**src/rtl/pc_fetch_unit.sv**
```systemverilog
// pc_fetch_unit: program counter and IF stage output register.
// Handles redirects, stall hold with deferred redirect, and a skid register.
module pc_fetch_unit #(
   parameter logic [31:0] RESET_PC = 32'h0000_0000
) (
   input  logic        clk,
   input  logic        rst,
   input  logic        stall,
   input  logic [1:0]  jump_sel,
   input  logic [31:0] br_pc4,
   input  logic [31:0] br_imm,
   input  logic [25:0] j_target,
   input  logic [31:0] rs_val,
   output logic [31:0] imem_addr,
   input  logic [31:0] imem_rdata,
   output logic [31:0] if_instr,
   output logic [31:0] if_pc4,
   output logic        if_valid,
   output logic        redirect_pending,
   output logic        pc_misalign
);

   typedef enum logic {
      RUN,
      HOLD
   } state_t;

   state_t      state_q;
   logic [31:0] pc_q;
   logic [31:0] pending_pc_q;
   logic [31:0] if_pc4_q;
   logic        if_valid_q;
   logic [31:0] skid_q;
   logic        skid_full_q;
   logic        misalign_q;

   logic [31:0] pc4;
   logic [31:0] tgt;
   logic        redir;
   logic        jr_misalign;

   assign pc4   = pc_q + 32'd4;
   assign redir = (jump_sel != 2'b00);
   assign jr_misalign = (jump_sel == 2'b11) && (rs_val[1:0] != 2'b00);

   // Redirect target selection from the resolving jump/branch.
   always_comb begin
      tgt = pc4;
      case (jump_sel)
         2'b01:   tgt = br_pc4 + {br_imm[29:0], 2'b00};
         2'b10:   tgt = {br_pc4[31:28], j_target, 2'b00};
         2'b11:   tgt = {rs_val[31:2], 2'b00};
         default: tgt = pc4;
      endcase
   end

   // PC, IF output register and RUN/HOLD control.
   always_ff @(posedge clk) begin
      if (rst) begin
         state_q      <= RUN;
         pc_q         <= RESET_PC;
         pending_pc_q <= 32'd0;
         if_pc4_q     <= 32'd0;
         if_valid_q   <= 1'b0;
         misalign_q   <= 1'b0;
      end else begin
         misalign_q <= 1'b0;
         case (state_q)
            RUN: begin
               if (!stall) begin
                  if_pc4_q <= pc4;
                  if (redir) begin
                     pc_q       <= tgt;
                     if_valid_q <= 1'b0;
                     misalign_q <= jr_misalign;
                  end else begin
                     pc_q       <= pc4;
                     if_valid_q <= 1'b1;
                  end
               end else if (redir) begin
                  pending_pc_q <= tgt;
                  state_q      <= HOLD;
                  misalign_q   <= jr_misalign;
               end
            end
            HOLD: begin
               if (!stall) begin
                  pc_q       <= pending_pc_q;
                  if_pc4_q   <= pc4;
                  if_valid_q <= 1'b0;
                  state_q    <= RUN;
               end
            end
            default: state_q <= RUN;
         endcase
      end
   end

   // Skid captures the fetched word on the first stalled cycle.
   always_ff @(posedge clk) begin
      if (rst) begin
         skid_q      <= 32'd0;
         skid_full_q <= 1'b0;
      end else if (!stall) begin
         skid_full_q <= 1'b0;
      end else if (!skid_full_q) begin
         skid_q      <= imem_rdata;
         skid_full_q <= 1'b1;
      end
   end

   assign imem_addr        = pc_q;
   assign if_instr         = skid_full_q ? skid_q : imem_rdata;
   assign if_pc4           = if_pc4_q;
   assign if_valid         = if_valid_q;
   assign redirect_pending = (state_q == HOLD);
   assign pc_misalign      = misalign_q;

endmodule

```
**config.mk**
```make
export PLATFORM = sky130hd
export DESIGN_NAME = pc_fetch_unit
export DESIGN_NICKNAME = d
export VERILOG_FILES = /design/src/rtl/pc_fetch_unit.sv
export SDC_FILE = /design/constraint.sdc
export NUM_CORES = 1
export LEC_CHECK = 0
export ABC_AREA = 0
export BUFFER_PORTS_ARGS = -buffer_cell sky130_fd_sc_hd__buf_2
export CAP_MARGIN = 20
export CORE_MARGIN = 5
export CORE_UTILIZATION = 30
export CTS_CLUSTER_SIZE = 28
export DETAILED_ROUTE_END_ITERATION = 6
export GPL_TIMING_DRIVEN = 1
export RECOVER_POWER = 25
export SLEW_MARGIN = 5
export SYNTH_ARGS = -nofsm -noshare
export SYNTH_HDL_FRONTEND = slang
export SYNTH_SLANG_ARGS = --single-unit
export TNS_END_PERCENT = 5
```
**constraint.sdc**
```tcl
create_clock -name clk -period 3.9 [get_ports clk]
set_clock_uncertainty 0.05 [all_clocks]
set_input_delay 0.39 -clock clk [delete_from_list [all_inputs] [get_ports clk]]
set_output_delay 0.39 -clock clk [all_outputs]
set_load 0.01 [all_outputs]
```
==> flow_summary.ini, run 1 <==
[layout]
n_fill_cell = 2890
multiInputGateArea_sq_um = 5150
instances_no_fill = 1653
num-nets-final = 1489
syn2layout_area_growth_pct = 24.6
finalInstanceArea_sq_um = 10300
drive_gt1_frac = 0.242
seq_area_sq_um = 2640
n_antenna_cell = 0

[setup_path]
worst_path_most_repeated_cell = clkbuf_1
crit_slowest_cell = clkbuf_1
cp_max_fo = 51
cpPeakStageDelay_ps = 1970
startpoint_type = input pin
cp_num_buf_inv = 3
crit_path_end_kind = register
cp_data_required_time_ps = 4160
crit_chain = clkbuf_1 > inv_2 > clkbuf_1 > nor2_1 > a22o_1
cp_top_family = buffers and inverters
arrival_ps = 3510
critPathKind = input pin to register

[outcome]
violations = capacitance limit, slew limit
outcome = finished with violations

[min_path]
hold_class = input pin to register

[yosys]
synth-adder-area-share = 0.0481
syn_nets = 1271
synth_top_flop_cell = dfxtp_1
synth_xor_area_frac = 0.0554
syn_inst = 1081
synth_top_area_share = 0.321
syn-mean-instance-area_sq_um = 7.61
yosysTopAreaCell = dfxtp_1
netlist_top_cells_area = dfxtp_1, nor2_1, a21oi_1
ys_seq_elements = 132
synth_area_sq_um = 8230
muxShareOfSynthArea = 0.0868
synth-edff-count = 0
synth_seq_area_share = 0.321
synthSimpleGateAreaFrac = 0.229
synth_top_family_by_area = simple AND/OR/NAND/NOR gates
synth_warnings = 0
synthArstFlopShare = 0
synth_compound_area_frac = 0.205
synth_cell_types = 65

[cts]
worstSkewPairLatency_ps = 420
cts_tree = done
cts_setup_buffers = 0
cts_resized = 0
root_buffer = clkbuf_16
cts_buffers = 17
htree_levels = 4
clk_path_buf_depth = 2
hold_buffers = 0
clk_pin_slew_worst_paths_ps = 70
cts_sinks = 132

[sta]
fmax_ghz = 0.308
fin_crit_sh = 0.833
slew_headroom = -0.814
rsz0062_at_grt = no
hold-worst-slack_ps = 172
tightest_slew_ps = 2720
post-route-min-period_ps = 3250
setup_viol = 0
slew_viol_final = 52
finalHoldViolCount = 0
tns_ps = 0

[routing]
drt_first_pass_iters = 5
drt_iter0_drc = 437
routedWlPerCell_microns = 18.7
drc = 0
num_vias = 8545
drt-vias-per-instance = 5.17
ant_nets = 0
wirelength_microns = 30900

[placement]
hpwlAfterDp_microns = 23800
place_congestion = 0.897
portBuffers = 255
dpl_cell_area_sq_um = 9730
place_inst = 1621

[global_route]
grt_pass1_vias = 8156
grt_usage = 0.193
overflow = 0
grt_antenna_before_repair = 2
grt_max_degree = 74
grt_pass1_wl_microns = 47000

[floorplan]
fp.dieH_microns = 176
fp.dieArea_sq_um = 30800
std_cell_rows = 60
num_io_pins = 258
core_sq_um = 27000
start_util = 0.305
die_x_microns = 176

[pwr]
ir_worst_vdd_uv = 225
p_leak_nw = 4.38
p_per_area_nw_per_um2 = 402

[job]
cap_viol_max_count = 1
==> logic make-up after synthesis <==
group / Yosys count
AND/OR/NAND/NOR: 437
AO/OA/AOI/OAI: 274
flip-flops: 132
buffers and inverters: 98
multiplexers: 57
XOR/XNOR: 52
adder cells (fa/ha/maj): 31
==> per-stage QoR <==
step / total power [mW] / setup slack, ps / utilization
floorplan: 2.16 / 986 / -
global placement: 2.52 / 628 / 0.361
detailed placement: 2.53 / 588 / 0.361
CTS: 4.17 / 965 / 0.383
global route: 4.34 / 501 / 0.380
finish: 4.12 / 652 / 0.380
==> per-layer routing <==
| layer | up-vias | global-route usage | wire (microns) |
|---|---|---|---|
| met2 | 346 | 0.297 | 13400 |
| met4 | 4 | 0.0481 | 480 |
| met5 | - | 0 | 25 |
| li1 | 4245 | - | - |
| met1 | 3912 | 0.277 | 14800 |
| met3 | 38 | 0.0402 | 2220 |
==> report_power, final <==
group / switching [mW] / internal [mW]
Clock: 0.697 / 0.926
Sequential: 0.0823 / 1.44
Combinational: 0.573 / 0.399
Total: 1.35 / 2.77
==> cells in the mapped netlist (all sizes together), types with 4 or more instances <==
| master | instances |
|---|---|
| nor2 | 203 |
| dfxtp | 132 |
| a21oi | 113 |
| nand2 | 110 |
| clkbuf | 57 |
| o21ai | 50 |
| nor3 | 49 |
| mux2 | 35 |
| ha | 30 |
| xnor2 | 29 |
| nand3 | 25 |
| inv | 23 |
| xor2 | 23 |
| buf | 18 |
| a211oi | 16 |
| and3 | 15 |
| a21o | 14 |
| mux2i | 14 |
| o211ai | 11 |
| nand4 | 10 |
| a31oi | 9 |
| mux4 | 8 |
| o21a | 8 |
| a31o | 7 |
| nand2b | 6 |
| o22ai | 6 |
| o21bai | 5 |
| a221oi | 4 |
| a41oi | 4 |
| and2 | 4 |
| nor2b | 4 |
==> layout by cell type (no fill, tap or decap), types with 14 or more instances in the layout <==
| cell type | n |
|---|---|
| buf_2 | 204 |
| nor2_1 | 202 |
| dfxtp_1 | 132 |
| a21oi_1 | 113 |
| nand2_1 | 110 |
| clkbuf_1 | 51 |
| nor3_1 | 48 |
| o21ai_0 | 44 |
| mux2_2 | 35 |
| ha_1 | 30 |
| xnor2_1 | 29 |
| nand3_1 | 25 |
| xor2_1 | 23 |
| inv_1 | 22 |
| buf_4 | 19 |
| clkbuf_16 | 17 |
| a211oi_1 | 16 |
| and3_1 | 15 |
| mux2i_1 | 14 |
==> worst paths after layout <==
check,from,end,slack [ps],cells after the start
max,stall,imem_addr[16],650,5
min,rs_val[0],pc_misalign,170,3
max reg2reg,imem_addr[7],imem_addr[25],970,8
min reg2reg,if_pc4[22],if_pc4[22],400,2
==> worst register-to-register path: cells and delay by family (launching register included) <==
| family | cells | cell delay (ps) |
|---|---|---|
| compound gates | 2 | 390 |
| flops | 1 | 450 |
| simple gates | 5 | 1620 |
| xor+xnor | 1 | 270 |
==> state kept, by name, indices dropped and copies added, names as in the netlist <==
name and count:
pc_misalign 1, skid_full_q 1, if_valid 1, imem_addr 32, if_pc4 32, skid_q 32, pending_pc_q 32, redirect_pending 1
==> area by class of cell <==
type / instances / share of cell area
Multi-Input combinational cell: 851 / 0.502
Sequential cell: 132 / 0.258
Timing Repair Buffer: 274 / 0.132
Clock buffer: 18 / 0.0428
Tap cell: 341 / 0.0416
Clock inverter: 14 / 0.0149
Inverter: 23 / 0.00842
Power figures use the tool's default switching activity.
==> inputs of run 2 (changes only) <==
==> constraint.sdc (replaced) <==
create_clock -name clk -period 2.9 [get_ports clk]
set_clock_uncertainty 0.05 [all_clocks]
set_input_delay 0.29 -clock clk [delete_from_list [all_inputs] [get_ports clk]]
set_output_delay 0.29 -clock clk [all_outputs]
set_load 0.01 [all_outputs]
==> flow_summary.ini, run 2 (synthesis gave the netlist of run 1 again) <==
[outcome]
outcome = finished clean

[min_path]
hold_start = br_pc4[0]
hold_class = input pin to register
min_to = pending_pc_q[0]
min_path_cells = 3

[routing]
drt_first_pass_iters = 5
drt_iter0_drc = 513
ant_nets = 0
drc = 0
drt-vias-per-instance = 5.18
routedWlPerCell_microns = 18.7
num_vias = 8755
wirelength_microns = 31600

[floorplan]
start_util = 0.305
die_x_microns = 176
std_cell_rows = 60
fp.dieH_microns = 176
fp.dieArea_sq_um = 30800
num_io_pins = 258
core_sq_um = 27000

[layout]
num-nets-final = 1526
fin_util = 0.390
syn2layout_area_growth_pct = 27.8
drive_gt1_frac = 0.262
instances_no_fill = 1690
n_fill_cell = 2862
layout_common_cells = buf_2, nor2_1, dfxtp_1, a21oi_1, nand2_1
n_antenna_cell = 0
layout_commonest_cell = buf_2

[placement]
place_congestion = 0.901
hpwlAfterDp_microns = 24900
portBuffers = 255
post-place-ws_ps = -279
place_inst = 1658

[setup_path]
cp_top_family = compound AO/OA/AOI/OAI gates
cpPeakStageDelay_ps = 440
crit_chain = buf_2 > ha_1 > fa_1 > a21o_2 > a221o_1 > o2111ai_1 > and3_1 > o21ai_1 > a21o_1 > xor2_1 > a21oi_1 > o32ai_1
worstReg2RegEnd = pending_pc_q[28]
cp_data_required_time_ps = 3180
crit_slowest_cell = a221o_1
reg2reg_depth = 9
critPathKind = input pin to register
arrival_ps = 3030
cp_num_buf_inv = 1
worstReg2RegStart = imem_addr[7]
crit_path_end_kind = register
cp_max_fo = 6
rrSetupSlack_ps = 310
startpoint_type = input pin

[job]
cap_viol_max_count = 0

[global_route]
overflow = 0
grt_pass1_vias = 8271
grt_usage = 0.198
grt_max_degree = 89
use_met3 = 0.0413
grt_util_met2 = 0.310
met1_usage = 0.282
grt.busiest_layer = met2
grt_antenna_before_repair = 0
grt_pass1_wl_microns = 48300

[sta]
post-route-min-period_ps = 2760
slew_viol_final = 0
rsz0062_at_grt = no
setup_ws_ps = 141
tightest_slew_ps = 1490
hold-worst-slack_ps = 90.8
fin_crit_sh = 0.952
tns_ps = 0
setup_viol = 0
fmax_ghz = 0.362
finalHoldViolCount = 0
slew_headroom = 0.00546

[pwr]
p_sw_frac = 0.324
power_frac_seq = 0.368
combPwrFrac = 0.250
p_leak_nw = 4.56
p_clk_frac = 0.383
p_int_mw = 3.75
p_per_area_nw_per_um2 = 528
switching_power_mw = 1.79
ir_worst_vdd_uv = 294

[cts]
htree_levels = 4
clk_pin_slew_worst_paths_ps = 60
root_buffer = clkbuf_16
cts_setup_buffers = 0
worstSkewPairLatency_ps = 420
clk_path_buf_depth = 2
cts_sinks = 132
hold_buffers = 0
cts_resized = 0
cts_buffers = 17
cts_tree = done
==> run 2: cell count changes in the layout (fill, tap and decap cells not counted), sizes merged <==
| cell | previous run | this run |
|---|---|---|
| buf | 223 | 258 |
| clkbuf | 69 | 71 |
| clkinv | 2 | 5 |
| clkinvlp | 1 | 0 |
| inv | 33 | 31 |
==> run 2: worst max path at each step <==
stage                     cells past startpoint  slack [ps]                to      start
after global routing                         12          30  pending_pc_q[28]  br_pc4[2]
final                                        12         140     imem_addr[26]  br_pc4[2]
after global placement                       12        -230     imem_addr[14]  br_pc4[2]
after floorplan                              11          90     imem_addr[14]  br_pc4[2]
after detailed placement                     12        -280     imem_addr[26]  br_pc4[2]
after CTS                                    12         180     imem_addr[26]  br_pc4[2]
==> run 2: per-layer routing <==
layer	part of all wire	wire length (microns)
met4	0.015	459
met1	0.47	15000
met2	0.44	13800
met5	0	0
met3	0.075	2380
==> run 2: cell type report <==
class                      instances  area (sq um)  share of cell area
tap                              341           427              0.0406
clock buffer                      18           439              0.0418
multi-input combinational        851          5150               0.490
inverter                          23          86.3             0.00821
timing repair buffer             311          1630               0.155
clock inverter                    14           139              0.0132
sequential                       132          2640               0.251
==> run 2: per-stage QoR <==
| step | total power, mW | area, sq um |
|---|---|---|
| after detailed placement | 3.46 | 10000 |
| after CTS | 5.61 | 10600 |
| after floorplan | 2.90 | 8230 |
| after global routing | 5.85 | 10500 |
| after global placement | 3.46 | 10000 |
| final | 5.55 | 10500 |
==> run 2: worst min-delay path: stages <==
cell     delay [ps]
buf_2            90
a32oi_1          80
nor2_1           70
==> run 2: power groups by stage <==
stage                     Combinational, mW  Sequential [mW]  Clock (mW)
final                                  1.38             2.04        2.12
after global routing                   1.53             2.05        2.27
after CTS                              1.40             2.03        2.18
after detailed placement               1.39             2.07           0
after global placement                 1.39             2.07           0
after floorplan                       0.821             2.08           0
==> inputs of run 3 (changes only) <==
--- a/config.mk
+++ b/config.mk
@@ -13,7 +13,7 @@
 export CTS_CLUSTER_SIZE = 28
 export DETAILED_ROUTE_END_ITERATION = 6
 export GPL_TIMING_DRIVEN = 1
-export RECOVER_POWER = 25
+export SETUP_SLACK_MARGIN = 0.4
 export SLEW_MARGIN = 5
 export SYNTH_ARGS = -nofsm -noshare
 export SYNTH_HDL_FRONTEND = slang
==> flow_summary.ini, run 3 (synthesis gave the netlist of run 1 again) <==
[placement]
hpwlAfterDp_microns = 23800
place_congestion = 0.874
portBuffers = 255
place_inst = 1655
dpl_cell_area_sq_um = 10000

[setup_path]
cpPeakStageDelay_ps = 490
rrSetupSlack_ps = 420
startpoint_type = input pin
critPathKind = input pin to register
worstReg2RegStart = imem_addr[3]
arrival_ps = 2860
cp_max_fo = 6
crit_path_end_kind = register
worstReg2RegEnd = imem_addr[20]
crit_chain = buf_2 > ha_2 > fa_2 > a21o_2 > a221o_2 > o21a_1 > o21a_1 > nor2_2 > xnor2_1 > mux4_2 > o21ai_2 > o21ai_1
worst_path_most_repeated_cell = o21a_1
reg2reg_depth = 11
crit_slowest_cell = mux4_2
cp_data_required_time_ps = 3150

[global_route]
grt_max_degree = 122
grt_antenna_before_repair = 2
grt_pass1_wl_microns = 47700
grt_pass1_vias = 8346
grt_usage = 0.195
overflow = 0

[floorplan]
fp.dieArea_sq_um = 30800
std_cell_rows = 60
fp.dieH_microns = 176
start_util = 0.305
die_x_microns = 176
core_sq_um = 27000
num_io_pins = 258

[pwr]
ir_worst_vdd_uv = 242
p_leak_nw = 4.81
p_per_area_nw_per_um2 = 535

[job]
cap_viol_max_count = 0

[layout]
instances_no_fill = 1694
layout_commonest_cell = buf_2
drive_gt1_frac = 0.310
layout_common_cells = buf_2, nor2_1, dfxtp_1, a21oi_1, nand2_1
num-nets-final = 1529
syn2layout_area_growth_pct = 30.5
finalInstanceArea_sq_um = 10700

[sta]
rsz0062_at_grt = yes
fmax_ghz = 0.382
finalHoldViolCount = 0
slew_headroom = 0.357
fin_crit_sh = 0.903
slew_viol_final = 0
tightest_slew_ps = 964
post-route-min-period_ps = 2620
setup_viol = 0

[routing]
num_vias = 8778
ant_nets = 0
drt_first_pass_iters = 5
drt-vias-per-instance = 5.18
drt_iter0_drc = 487
wirelength_microns = 31100
routedWlPerCell_microns = 18.4
drc = 0

[min_path]
min_path_cells = 3
hold_start = rs_val[0]
min_to = pc_misalign
hold_class = input pin to register

[cts]
root_buffer = clkbuf_16
htree_levels = 4
cts_tree = done
worstSkewPairLatency_ps = 430
cts_sinks = 132
cts_buffers = 17
clk_pin_slew_worst_paths_ps = 70
clk_path_buf_depth = 2
hold_buffers = 0

[outcome]
outcome = finished clean
[run 3: cell count changes in the layout (fill, tap and decap cells not counted), moves of 2 or more]
cell / before / now
bufinv_16: 1 / 3
inv_6: 7 / 5
clkbuf_1: 51 / 1
clkbuf_2: 2 / 0
inv_8: 1 / 3
buf_12: 0 / 3
buf_4: 54 / 58
buf_2: 204 / 253
clkinv_4: 3 / 1
[run 3: repair_timing]
action,4_1_cts,5_1_grt
endpoints found under the setup margin,17,33
pin swaps,4,7
gates resized for setup,6,3
buffers inserted,4,2
[run 3: final cells by class]
class | count | area (sq um)
fill | 2817 | 16200
multi-input combinational | 851 | 5200
sequential | 132 | 2640
timing repair buffer | 314 | 1760
clock buffer | 18 | 429
tap | 341 | 427
clock inverter | 14 | 189
inverter | 23 | 86.3
antenna | 1 | 2.50
[run 3: power by group]
part / total, mW / leakage [nW] / internal (mW) / switching [mW]
registers: 2.03 / 1.09 / 1.94 / 0.0944
logic: 1.41 / 3.42 / 0.605 / 0.807
clock network: 2.29 / 0.302 / 1.38 / 0.909
[run 3: per-layer routing]
| metal | GRT usage | vias up | part of all wire | wire length, microns |
|---|---|---|---|---|
| met5 | 0 | - | 0.00067 | 21 |
| met4 | 0.0517 | 4 | 0.017 | 531 |
| met3 | 0.0420 | 37 | 0.076 | 2350 |
| met2 | 0.297 | 369 | 0.43 | 13400 |
| met1 | 0.280 | 4034 | 0.48 | 14800 |
| li1 | - | 4334 | - | - |
[run 3: how the worst max path moves through the flow]
stage	depth (start not counted)	endpoint	startpoint	slack [ps]
floorplan	11	imem_addr[14]	br_pc4[2]	140
global placement	12	imem_addr[14]	br_pc4[2]	-190
detailed placement	12	imem_addr[26]	br_pc4[2]	-240
CTS	12	imem_addr[14]	br_pc4[2]	330
global route	12	imem_addr[14]	br_pc4[2]	190
finish	12	imem_addr[14]	br_pc4[2]	280
[run 3: per-stage QoR]
step | setup WS (ps) | util | power (mW) | hold slack, ps | setup TNS, ps
floorplan | 142 | - | 2.90 | 386 | 0
global placement | -192 | 0.372 | 3.45 | 388 | -1200
detailed placement | -241 | 0.372 | 3.46 | 397 | -2040
CTS | 335 | 0.397 | 5.78 | 68.5 | 0
global route | 192 | 0.398 | 6.03 | 107 | 0
finish | 281 | 0.398 | 5.74 | 77.9 | 0
[run 3: worst max-delay path: cells and delay by family]
family | cells | cell delay [ps]
AO/OA/AOI/OAI | 6 | 1290
XOR/XNOR | 1 | 70
buffers and inverters | 1 | 100
AND/OR/NAND/NOR | 1 | 80
adder cells (fa/ha/maj) | 2 | 550
multiplexers | 1 | 490
